[config.mk]
export PLATFORM = sky130hd
export DESIGN_NAME = aes_apb_slave_flat
export DESIGN_NICKNAME = d
export VERILOG_FILES = /design/src/rtl/aes_apb_pkg.sv /design/src/rtl/aes_apb_slave_if.sv /design/src/rtl/aes_apb_timeout.sv /design/src/rtl/aes_apb_slave.sv /design/src/flat_wrapper.sv
export SDC_FILE = /design/constraint.sdc
export NUM_CORES = 1
export LEC_CHECK = 0
export CORE_ASPECT_RATIO = 1.25
export CORE_MARGIN = 2
export CORE_UTILIZATION = 46
export CTS_CLUSTER_SIZE = 12
export DETAILED_ROUTE_END_ITERATION = 6
export HOLD_SLACK_MARGIN = 0.03
export PLACE_DENSITY_LB_ADDON = 0.08
export SETUP_SLACK_MARGIN = 0.4
export SLEW_MARGIN = 20
export SYNTH_ARGS = -nofsm -noshare
export SYNTH_HDL_FRONTEND = slang
export SYNTH_SLANG_ARGS = --single-unit
export TNS_END_PERCENT = 100
[constraint.sdc]
create_clock -name ACLK -period 5.5 [get_ports ACLK]
set_clock_uncertainty 0.2 [all_clocks]
set_input_delay 0.55 -clock ACLK [delete_from_list [all_inputs] [get_ports ACLK]]
set_output_delay 0.55 -clock ACLK [all_outputs]
set_load 0.01 [all_outputs]
[src/rtl/aes_apb_pkg.sv]
// Shared types and constants for the APB front-end of the AES core.
// Optional build macro AES_APB_TIMEOUT_EN is consumed by aes_apb_slave.
package aes_apb_pkg;

    localparam int unsigned APB_ADDR_W = 32;
    localparam int unsigned APB_DATA_W = 32;
    localparam int unsigned APB_STRB_W = 4;

    // Core register map (byte offsets)
    localparam logic [APB_ADDR_W-1:0] REG_R0_OFF      = 32'h0000_0000;
    localparam logic [APB_ADDR_W-1:0] REG_R1_OFF      = 32'h0000_0004;
    localparam logic [APB_ADDR_W-1:0] REG_R2_OFF      = 32'h0000_0008;
    localparam logic [APB_ADDR_W-1:0] REG_R3_OFF      = 32'h0000_000C;
    localparam logic [APB_ADDR_W-1:0] REG_KEY_OFF     = 32'h0000_0010;
    localparam logic [APB_ADDR_W-1:0] REG_COMMAND_OFF = 32'h0000_004C;
    localparam logic [APB_ADDR_W-1:0] AES_MAX_ADDR    = 32'h0000_004C;

    typedef enum logic [2:0] {
        ST_IDLE,
        ST_WR_WAIT,
        ST_WR_ISSUE,
        ST_RD_ADDR,
        ST_RD_WAIT,
        ST_DONE
    } apb_state_t;

    // Captured write presented to the core register file
    typedef struct packed {
        logic [APB_ADDR_W-1:0] addr;
        logic [APB_DATA_W-1:0] data;
        logic [APB_STRB_W-1:0] strb;
    } wr_req_t;

endpackage

[src/rtl/aes_apb_slave_if.sv]
// APB3 bus bundle between an APB master and the AES register front-end.
interface aes_apb_slave_if;
    import aes_apb_pkg::*;

    logic                  PSEL;
    logic                  PENABLE;
    logic                  PWRITE;
    logic [APB_ADDR_W-1:0] PADDR;
    logic [APB_DATA_W-1:0] PWDATA;
    logic [APB_STRB_W-1:0] PSTRB;
    logic [APB_DATA_W-1:0] PRDATA;
    logic                  PREADY;
    logic                  PSLVERR;

    modport slave (
        input  PSEL, PENABLE, PWRITE, PADDR, PWDATA, PSTRB,
        output PRDATA, PREADY, PSLVERR
    );

    modport master (
        output PSEL, PENABLE, PWRITE, PADDR, PWDATA, PSTRB,
        input  PRDATA, PREADY, PSLVERR
    );

endinterface

[src/rtl/aes_apb_timeout.sv]
// Saturating busy-wait counter; expired_c flags the last allowed wait cycle.
module aes_apb_timeout #(
    parameter int unsigned TIMEOUT_CYCLES = 1024
) (
    input  logic clk,
    input  logic rst_n,
    input  logic run,
    output logic expired_c
);

    localparam int unsigned CNT_W = $clog2(TIMEOUT_CYCLES + 1);
    localparam logic [CNT_W-1:0] CNT_LAST = CNT_W'(TIMEOUT_CYCLES - 1);

    logic [CNT_W-1:0] cnt_q;

    // Counts wait cycles while run is high, clears as soon as it drops
    always_ff @(posedge clk or negedge rst_n) begin
        if (!rst_n) begin
            cnt_q <= '0;
        end else if (!run) begin
            cnt_q <= '0;
        end else if (cnt_q != CNT_LAST) begin
            cnt_q <= cnt_q + CNT_W'(1);
        end
    end

    assign expired_c = run && (cnt_q == CNT_LAST);

endmodule

[src/rtl/aes_apb_slave.sv]
// APB3 slave translating transfers into AES core register-file strobes.
// Build macro AES_APB_TIMEOUT_EN adds a busy-wait timeout on stalled writes.
module aes_apb_slave
    import aes_apb_pkg::*;
#(
    parameter logic [APB_ADDR_W-1:0] MAX_ADDR       = AES_MAX_ADDR,
    parameter int unsigned           RD_LAT         = 1,
    parameter int unsigned           TIMEOUT_CYCLES = 1024
) (
    input  logic                  ACLK,
    input  logic                  ARSTn,
    aes_apb_slave_if.slave        apb,
    input  logic                  enable_amba,
    output logic                  wr_amba,
    output logic [APB_STRB_W-1:0] strb,
    output logic [APB_DATA_W-1:0] data_in,
    output logic [APB_ADDR_W-1:0] addr_wc,
    output logic [APB_ADDR_W-1:0] addr_rc,
    input  logic [APB_DATA_W-1:0] data_out
);

    localparam logic [1:0] RD_LAST = 2'(RD_LAT - 1);

    apb_state_t            state_q, state_d;
    wr_req_t               wr_q, wr_d;
    logic [APB_ADDR_W-1:0] addr_rc_q, addr_rc_d;
    logic [APB_DATA_W-1:0] prdata_q, prdata_d;
    logic                  pready_q, pready_d;
    logic                  pslverr_q, pslverr_d;
    logic                  wr_amba_q, wr_amba_d;
    logic [1:0]            rd_cnt_q, rd_cnt_d;
    logic                  access_c;
    logic                  addr_err_c;
    logic                  timeout_c;

`ifdef AES_APB_TIMEOUT_EN
    aes_apb_timeout #(
        .TIMEOUT_CYCLES (TIMEOUT_CYCLES)
    ) u_timeout (
        .clk       (ACLK),
        .rst_n     (ARSTn),
        .run       (state_q == ST_WR_WAIT),
        .expired_c (timeout_c)
    );
`else
    logic unused_timeout;
    assign unused_timeout = ^32'(TIMEOUT_CYCLES);
    assign timeout_c      = 1'b0;
`endif

    assign access_c   = apb.PSEL && apb.PENABLE;
    assign addr_err_c = (apb.PADDR[1:0] != 2'b00) || (apb.PADDR > MAX_ADDR);

    // Next-state and next-output decode
    always_comb begin
        state_d   = state_q;
        wr_d      = wr_q;
        addr_rc_d = addr_rc_q;
        prdata_d  = prdata_q;
        rd_cnt_d  = rd_cnt_q;
        pready_d  = 1'b0;
        pslverr_d = 1'b0;
        wr_amba_d = 1'b0;

        unique case (state_q)
            ST_IDLE: begin
                if (access_c) begin
                    if (addr_err_c) begin
                        state_d   = ST_DONE;
                        pready_d  = 1'b1;
                        pslverr_d = 1'b1;
                        prdata_d  = '0;
                    end else if (apb.PWRITE) begin
                        wr_d = '{addr: apb.PADDR, data: apb.PWDATA, strb: apb.PSTRB};
                        if (enable_amba) begin
                            state_d   = ST_WR_ISSUE;
                            wr_amba_d = 1'b1;
                            pready_d  = 1'b1;
                        end else begin
                            state_d = ST_WR_WAIT;
                        end
                    end else begin
                        addr_rc_d = apb.PADDR;
                        rd_cnt_d  = '0;
                        state_d   = ST_RD_ADDR;
                    end
                end
            end

            ST_WR_WAIT: begin
                if (!apb.PSEL) begin
                    state_d = ST_IDLE;
                end else if (enable_amba) begin
                    state_d   = ST_WR_ISSUE;
                    wr_amba_d = 1'b1;
                    pready_d  = 1'b1;
                end else if (timeout_c) begin
                    state_d   = ST_DONE;
                    pready_d  = 1'b1;
                    pslverr_d = 1'b1;
                end
            end

            ST_WR_ISSUE: state_d = ST_IDLE;

            // Reads ignore enable_amba so status can be polled mid-operation
            ST_RD_ADDR, ST_RD_WAIT: begin
                if (!apb.PSEL) begin
                    state_d = ST_IDLE;
                end else if (rd_cnt_q == RD_LAST) begin
                    prdata_d = data_out;
                    pready_d = 1'b1;
                    state_d  = ST_DONE;
                end else begin
                    rd_cnt_d = rd_cnt_q + 2'd1;
                    state_d  = ST_RD_WAIT;
                end
            end

            ST_DONE: state_d = ST_IDLE;

            default: state_d = ST_IDLE;
        endcase
    end

    always_ff @(posedge ACLK or negedge ARSTn) begin
        if (!ARSTn) begin
            state_q   <= ST_IDLE;
            wr_q      <= '0;
            addr_rc_q <= '0;
            prdata_q  <= '0;
            rd_cnt_q  <= '0;
            pready_q  <= 1'b0;
            pslverr_q <= 1'b0;
            wr_amba_q <= 1'b0;
        end else begin
            state_q   <= state_d;
            wr_q      <= wr_d;
            addr_rc_q <= addr_rc_d;
            prdata_q  <= prdata_d;
            rd_cnt_q  <= rd_cnt_d;
            pready_q  <= pready_d;
            pslverr_q <= pslverr_d;
            wr_amba_q <= wr_amba_d;
        end
    end

    assign apb.PRDATA  = prdata_q;
    assign apb.PREADY  = pready_q;
    assign apb.PSLVERR = pslverr_q;
    assign wr_amba     = wr_amba_q;
    assign strb        = wr_q.strb;
    assign data_in     = wr_q.data;
    assign addr_wc     = wr_q.addr;
    assign addr_rc     = addr_rc_q;

endmodule

[src/flat_wrapper.sv]
// flat-port wrapper written by rule: the top's interface ports become plain ports
module aes_apb_slave_flat import aes_apb_pkg::*;
#(
    parameter logic [APB_ADDR_W-1:0] MAX_ADDR       = AES_MAX_ADDR,
    parameter int unsigned           RD_LAT         = 1,
    parameter int unsigned           TIMEOUT_CYCLES = 1024
)
  (ACLK, ARSTn, enable_amba, wr_amba, strb, data_in, addr_wc, addr_rc, data_out, apb_PSEL, apb_PENABLE, apb_PWRITE, apb_PADDR, apb_PWDATA, apb_PSTRB, apb_PRDATA, apb_PREADY, apb_PSLVERR);
  aes_apb_slave_if apb_i ();
  input  logic ACLK;
  input  logic ARSTn;
  input  logic enable_amba;
  output logic wr_amba;
  output logic [APB_STRB_W-1:0] strb;
  output logic [APB_DATA_W-1:0] data_in;
  output logic [APB_ADDR_W-1:0] addr_wc;
  output logic [APB_ADDR_W-1:0] addr_rc;
  input  logic [APB_DATA_W-1:0] data_out;
  input wire logic [$bits(apb_i.PSEL)-1:0] apb_PSEL;
  input wire logic [$bits(apb_i.PENABLE)-1:0] apb_PENABLE;
  input wire logic [$bits(apb_i.PWRITE)-1:0] apb_PWRITE;
  input wire logic [$bits(apb_i.PADDR)-1:0] apb_PADDR;
  input wire logic [$bits(apb_i.PWDATA)-1:0] apb_PWDATA;
  input wire logic [$bits(apb_i.PSTRB)-1:0] apb_PSTRB;
  output wire logic [$bits(apb_i.PRDATA)-1:0] apb_PRDATA;
  output wire logic [$bits(apb_i.PREADY)-1:0] apb_PREADY;
  output wire logic [$bits(apb_i.PSLVERR)-1:0] apb_PSLVERR;
  assign apb_i.PSEL = apb_PSEL;
  assign apb_i.PENABLE = apb_PENABLE;
  assign apb_i.PWRITE = apb_PWRITE;
  assign apb_i.PADDR = apb_PADDR;
  assign apb_i.PWDATA = apb_PWDATA;
  assign apb_i.PSTRB = apb_PSTRB;
  assign apb_PRDATA = apb_i.PRDATA;
  assign apb_PREADY = apb_i.PREADY;
  assign apb_PSLVERR = apb_i.PSLVERR;
  aes_apb_slave #(.MAX_ADDR(MAX_ADDR), .RD_LAT(RD_LAT), .TIMEOUT_CYCLES(TIMEOUT_CYCLES)) u_core (.ACLK(ACLK), .ARSTn(ARSTn), .apb(apb_i), .enable_amba(enable_amba), .wr_amba(wr_amba), .strb(strb), .data_in(data_in), .addr_wc(addr_wc), .addr_rc(addr_rc), .data_out(data_out));
endmodule
# Yosys cells after proc, flatten, opt, wreduce, memory -nomap -nowiden
# Cells that the tools add are included.
# word_totals
inputBits	106
register_bits	140
elab_cells	71
out_inout_bits	135
# classes
n_mux	34
addsub	1
n_bitwise	2
n_reduce_logical	12
order_cmp	1
n_eq_ne	11
# ops
operator	count
$mux 32	4
$pmux 32 s2	1
$gt 32x7->1 const B	1
$mux 3	5
$mux 2	7
$mux 1	13
$pmux 3 s3	1
$ne 2x2->1 const B	4
$reduce_and 4->1	2
$ne 2x1->1 const B	3
$reduce_and 6->1	1
$reduce_and 5->1	1
$pmux 2 s2	1
$reduce_bool 2->1	2
$eq 3x1->1 const B	1
$eq 3x2->1 const B	1
$eq 3x3->1 const B	1
$logic_not 3->1	1
$ne 3x3->1 const B	1
$pmux 1 s3	1
$add 2x1->2 const B	1
$logic_not 2->1	1
$not 1->1	2
$pmux 1 s2	1
other kinds (4)	4

# Logic depth before layout (Yosys ltp)
# depth
word_depth	5
depth_mapped	8
depth_no_buf	6

# Worst setup path before layout
# No wires, ideal clock.
# synth_timing
path_kind	input-to-reg
start	input port apb_PADDR[28]
end	register u_core.wr_q (netlist bit u_core.data_in[10])
path_slack_ps	3406
n_path_buf	2
arrival_time_ps	1767
setup_time_ps	127
required_time_ps	5173
stages	6
path_cell_list	nor4_1 and4_1 and3_1 buf_4 buf_6 mux2_1
# synth_via
elab_chain_len	4
# synth_rtl
element	line	source
start, declared	flat_wrapper.sv:22	input wire logic [$bits(apb_i.PADDR)-1:0] apb_PADDR;
$gt 32x7->1	aes_apb_slave.sv:52	assign addr_err_c = (apb.PADDR[1:0] != 2'b00) || (apb.PADDR > MAX_ADDR);
$logic_or 1x1->1	aes_apb_slave.sv:52	
$not 1->1 (no line)	--	
$reduce_and 4->1 (no line)	--	
end signal, assigned	aes_apb_slave.sv:138	wr_q <= wr_d;
end, declared	aes_apb_slave.sv:25	wr_req_t wr_q, wr_d;
# No other way between the ends.
# A chain may end at the register's enable or synchronous reset.

# Worst setup path in the final report
# layout_timing
start	input port apb_PADDR[16]
end	register u_core.wr_q (netlist bit u_core.data_in[18])
# Same word-level chain as after synthesis.

==> qor.csv <==
stage,metric,value,unit
yosys,YS warnings,0,
setup_path,"Critical Path, Cell by Cell","clkdlybuf4s50_1, nor4_1, and4_1, buf_4, and3_2, buf_4, mux2_1",
yosys,syn_nets,582,
global_route,Overall Global Routing Usage,0.242,
timing,Fmax,0.309,GHz
cts,number of setup buffers added after CTS,0,
floorplan,Die H,129,um
hold_path,Tightest Hold Check Type,reg -> reg,
detailed_routing,number of detailed-route iterations in the first pass,4,
yosys,Synth area leaders,"dfrtp_1 (61%), mux2_1 (7.6%), o31ai_1 (4.4%), nand4_1 (3.5%), and2_1 (3.0%)",
global_route,largest net degree at the start of global routing,87,
detailed_routing,Final Routed Wirelength,15600,um
layout,Area Overhead vs Synth,52.0,%
global_route,first-pass GRT wire length,25400,um
yosys,Post-Syn Instances,475,
detailed_routing,Vias,4655,
cts,CTS tree,yes,
detailed_routing,drt via density,5.30,
timing,Rel. slew slack,0.312,
timing,setup violators final,0,
timing,Hold Fails Final Rpt,0,
layout,share of cells above drive strength 1,0.0700,
power,peak supply drop,0.156,mV
cts,Clock Latency Late Sink,0.41,ns
setup_path,R2R depth,5,
floorplan,Core ar.,12200,um2
timing,TNS Setup,0,ns
floorplan,row count,45,
setup_path,worst-path maximum fanout,39,
timing,worst slew pin tran,1.03,ns
global_route,initial antenna violation count,0,
yosys,register area share after synthesis,0.609,
place,Detail Placement HPWL,10700,um
place,placer congestion estimate,0.763,
hold_path,hold depth,1,
setup_path,"most used cell, CP",buf_4,
yosys,Post-Syn Area,5760,um2
place,"worst slack, placed",1.79,ns
yosys,Synth top cells by count,"dfrtp_1 (140), mux2_1 (39), nand2_1 (34), nand3_1 (34), o31ai_1 (34)",
detailed_routing,Iter 0 DRT Violations,202,
cts,Root Buffer,clkbuf_16,
setup_path,Reg2Reg Launch Point,u_core.state_q[2],
setup_path,slowest CP cell,and3_2,
setup_path,WS Path Type,in -> reg,
global_route,vias in the first global route,4844,
yosys,syn_area_per_cell,12.1,um2
yosys,number of synthesized flops with an enable pin,0,
timing,min Tclk post-route,3.23,ns
cts,clk buf depth,2,
setup_path,critical path data arrival time,3.32,ns
hold_path,Hold Path Sink,u_core.data_in[5],
yosys,count of different cell masters after synthesis,45,
layout,nets,811,
timing,RSZ-0062 raised after global routing,false,
layout,diode count,0,
hold_path,Hold Startpoint,u_core.data_in[5],
cts,"Clk pin slew, worst setup/hold paths",0.05,ns
floorplan,Die Wd,104,um
floorplan,die area,13400,um2
power,Total Power,0.00247,W
yosys,Main synth FF type,dfrtp_1,
timing,Final WS setup,2.27,ns
setup_path,WP data required,5.59,ns
cts,H-tree levels,4,
detailed_routing,Routed WL per cell,17.8,um
setup_path,CP startpoint kind,input port,
timing,Max Slew Vio Count,0,
setup_path,crit end category,flop,
status,status,"complete, no violations",
layout,"Core Util, Final",0.719,
cts,post_cts resized,0,
yosys,Yosys reg bits,140,
power,power per cell area,282,nW/um2
cts,Sink Count,140,
setup_path,flop-to-flop setup slack,2.63,ns
floorplan,# IOs,241,
cts,total CTS buffers,17,
detailed_routing,DR DRC count,0,
setup_path,R2R Path End,u_core.data_in[18],
place,Port-buffer cells,240,
yosys,top-area cell type share of the netlist area,0.609,
yosys,Yosys top cell by area,dfrtp_1,
job,max-cap check violation count,0,
detailed_routing,antenna-violating nets left,0,
setup_path,CP peak stage delay,0.68,ns
yosys,ys async rst share,1.00,
power,leakage power,4.06,nW
global_route,GRT overflow,0,
timing,final worst-path cycle share,0.588,
floorplan,Initial Util,0.473,
yosys,top-count cell post-synth,dfrtp_1,
## power by group
| group | internal [W] | leakage [nW] | switching [W] |
|---|---|---|---|
| clock network | 0.000603 | 0.247 | 0.000407 |
| logic | 0.000158 | 1.87 | 0.000215 |
| registers | 0.00106 | 1.94 | 0.0000329 |
## sequential cells by signal (all words and copies together), names as in the netlist
| name | count |
|---|---|
| u_core.addr_rc | 32 |
| u_core.addr_wc | 32 |
| u_core.apb.PRDATA | 32 |
| u_core.apb.PREADY | 1 |
| u_core.apb.PSLVERR | 1 |
| u_core.data_in | 32 |
| u_core.rd_cnt_q | 2 |
| u_core.state_q | 3 |
| u_core.strb | 4 |
| u_core.wr_amba | 1 |
## repair_timing
item,4_1_cts,5_1_grt
endpoints found under the hold margin,45,0
hold buffers,1,0
endpoints found under the setup margin,0,0
## worst max-delay path: cells and delay by family
kind          cells  cell delay [ns]
buf+inv           3             1.19
mux               1             0.36
simple gates      3             1.19
## how the worst max path moves through the flow
stage,start,to,slack (ns),cells past startpoint
2_1_floorplan,apb_PADDR[28],u_core.data_in[10],3.41,6
3_3_place_gp,apb_PADDR[17],u_core.strb[2],1.85,7
3_5_place_dp,apb_PADDR[16],u_core.data_in[18],1.79,7
4_1_cts,apb_PADDR[16],u_core.data_in[21],2.23,7
5_1_grt,apb_PADDR[21],u_core.data_in[21],2.08,7
6_report,apb_PADDR[16],u_core.data_in[18],2.27,7
## cell usage in the layout, fill, tap and decap left out, drive strengths merged, types with 2 or more instances in the layout
master / count
clkdlybuf4s50: 239
dfrtp: 140
mux2: 46
nand3: 35
nand2: 34
o31ai: 34
nand4: 32
and2: 28
nor2b: 27
clkbuf: 23
buf: 10
nor2: 6
nor4: 6
inv: 5
nor3: 5
a21oi: 5
clkinv: 4
o21ai: 3
nand3b: 3
nand2b: 3
clkinvlp: 3
and4: 2
nor4bb: 2
a211o: 2
a211oi: 2
## layer usage
layer  track usage  up-vias  wire length (um)
li1              -     2141                 -
met1         0.289     2289              6050
met2         0.411      208              8040
met3        0.0840       17              1280
met4        0.0851        0               253
met5             0        -                 0
## through the flow
step | hold WS (ns) | cell area (um2) | cells
finish | 0.283 | 8750 | 878
CTS | 0.288 | 8750 | 878
global placement | 0.266 | 8220 | 848
floorplan | 0.0544 | 5760 | 475
global route | 0.295 | 8750 | 878
detailed placement | 0.270 | 8220 | 848
## area by class of cell
cell class	count	area (um2)
flip-flops and latches	140	3500
clock inverters	6	41.3
multi-input cells	289	2010
repair buffers	250	2480
well taps	164	205
inverters	6	22.5
clock buffers	23	478
fillers	912	3420
## logic make-up after synthesis
kind of cell,synth area share
AO/OA/AOI/OAI,0.0707
multiplexers,0.0920
adder cells (fa/ha/maj),0.00217
buffers and inverters,0.0424
AND/OR/NAND/NOR,0.184
flip-flops,0.609
Note: power is estimated with default switching activity, not from simulation.
==> RTL edit: new RTL, same settings <==
Change the package constant `APB_DATA_W` from 32 to 64.
--- a/src/rtl/aes_apb_pkg.sv
+++ b/src/rtl/aes_apb_pkg.sv
@@ -3,7 +3,7 @@
 package aes_apb_pkg;
 
     localparam int unsigned APB_ADDR_W = 32;
-    localparam int unsigned APB_DATA_W = 32;
+    localparam int unsigned APB_DATA_W = 64;
     localparam int unsigned APB_STRB_W = 4;
 
     // Core register map (byte offsets)
Interface: changed (resized apb_PRDATA, apb_PWDATA, data_in and data_out); port bits go from 241 to 369. The function was not compared with the original's and may differ.
==> RTL edit against the original RTL <==
  * Worst setup slack better by 0.21 ns
  * Highest routed layer unchanged
  * Cell count increased by 33%
  * Total power rose by 35%
  * Wire length increased by 55%
  * Sequential cell count grew 64
  * Clock power increased by 29%
  * Final area grew 44%
  * Synthesized area rose by 43%
==> RTL edit: results (changes against the original RTL) <==
[global_route]
grt_usage_pct=25.03  ; +0.84 points
use_met2_pct=43.75  ; +2.6 points
grt_max_degree=86  ; -1.1%
grt_pass1_wl_microns=37050  ; +46%
met1_usage_pct=29.28  ; +0.34 points
grt_pass1_vias=6638  ; +37%
grt_use_met3_pct=6.716  ; -1.7 points

[drt]
met3_length_microns=2214  ; +72%
drt-total-wl_microns=24280  ; +55%
wl_per_cell_microns=20.85  ; +17%
drt-met1-wl_microns=8747  ; +45%
routed-wl-met2_microns=12570  ; +56%
num_vias=6302  ; +35%
drtIter0Drc=356  ; +76%

[placed_design]
placement.io_buffers=368  ; +53%
place_hpwl_microns=17410  ; +63%
gp_congestion=0.7740  ; +1.4%
place_ws_ns=1.971  ; +0.1794 ns

[sta]
maxSlewHeadroom_pct=31.44  ; +0.23 points
fin_hold_ws_ns=0.2793  ; -0.003747 ns

[power]
seqPwrFrac_pct=47.8  ; +3.8 points
ir_drop_mv=0.1982  ; +27%
power.switching_w=0.0007772  ; +19%
leakagePower_nw=5.908  ; +45%

[clocking]
cts_made_buffers=21  ; +4
worstSkewPairLatency_ns=0.49  ; +0.08 ns
htreeDepth=1  ; -3

[worst_setup_path]
crit_path_end=u_core.apb.PRDATA[41]
worst_path_max_delay_cell=nor3_4
r2r_slack_ns=2.58  ; -0.05 ns
r2r-end=u_core.data_in[3]
cp_max_fo=50  ; +28%
rr_startpoint=u_core.state_q[0]
worstRegToRegCells=4  ; -1
crit_family=simple AND/OR/NAND/NOR gates

[cells_and_area]
num-nets-final=1103  ; +36%
fill_cells=1196  ; +31%
drive_above_1_share_pct=13.33  ; +6.3 points

[synthesis]
synthTopCellsByArea=dfrtp_1, mux2_2, a221o_1
synth_compound_area_share_pct=9.601  ; +2.5 points
synth-seq-area-share_pct=62.08  ; +1.2 points
yosys-top-cells-count=dfrtp_1, a221o_1, and3_1, mux2_2, and2_1
synthCells=578  ; +22%

[outcome]
outcome=complete, no violations

[min_path]
holdPathEnd=u_core.addr_rc[28]

-- RTL edit: cell types whose count changed in the layout (fill, tap and decap cells not counted), sizes merged, moves of 5 or more --
cell	before	now
clkdlybuf4s50	239	367
nand4	32	2
and3	1	66
dfrtp	140	204
a221o	0	65
o31ai	34	0
nand2	34	4
mux2	46	78
nor2b	27	2
nand3	35	4
and2	28	55
clkbuf	23	28
-- RTL edit: worst reg2reg max path: cells and delay by family (launching register included) --
family / cells / cell delay (ns)
and+or+nand+nor: 3 / 1.59
DFF: 1 / 0.51
muxes: 1 / 0.49
-- RTL edit: area by class of cell --
class,count,area [sq um],share of cell area (%)
Sequential cell,204,5105,40.60
Timing Repair Buffer,375,3762,29.92
Tap cell,224,280.3,2.229
Multi-Input combinational cell,326,2800,22.27
Clock inverter,2,38.79,0.3085
Inverter,4,15.01,0.1194
Clock buffer,27,568.0,4.517
Antenna cell,2,5.005,0.03980
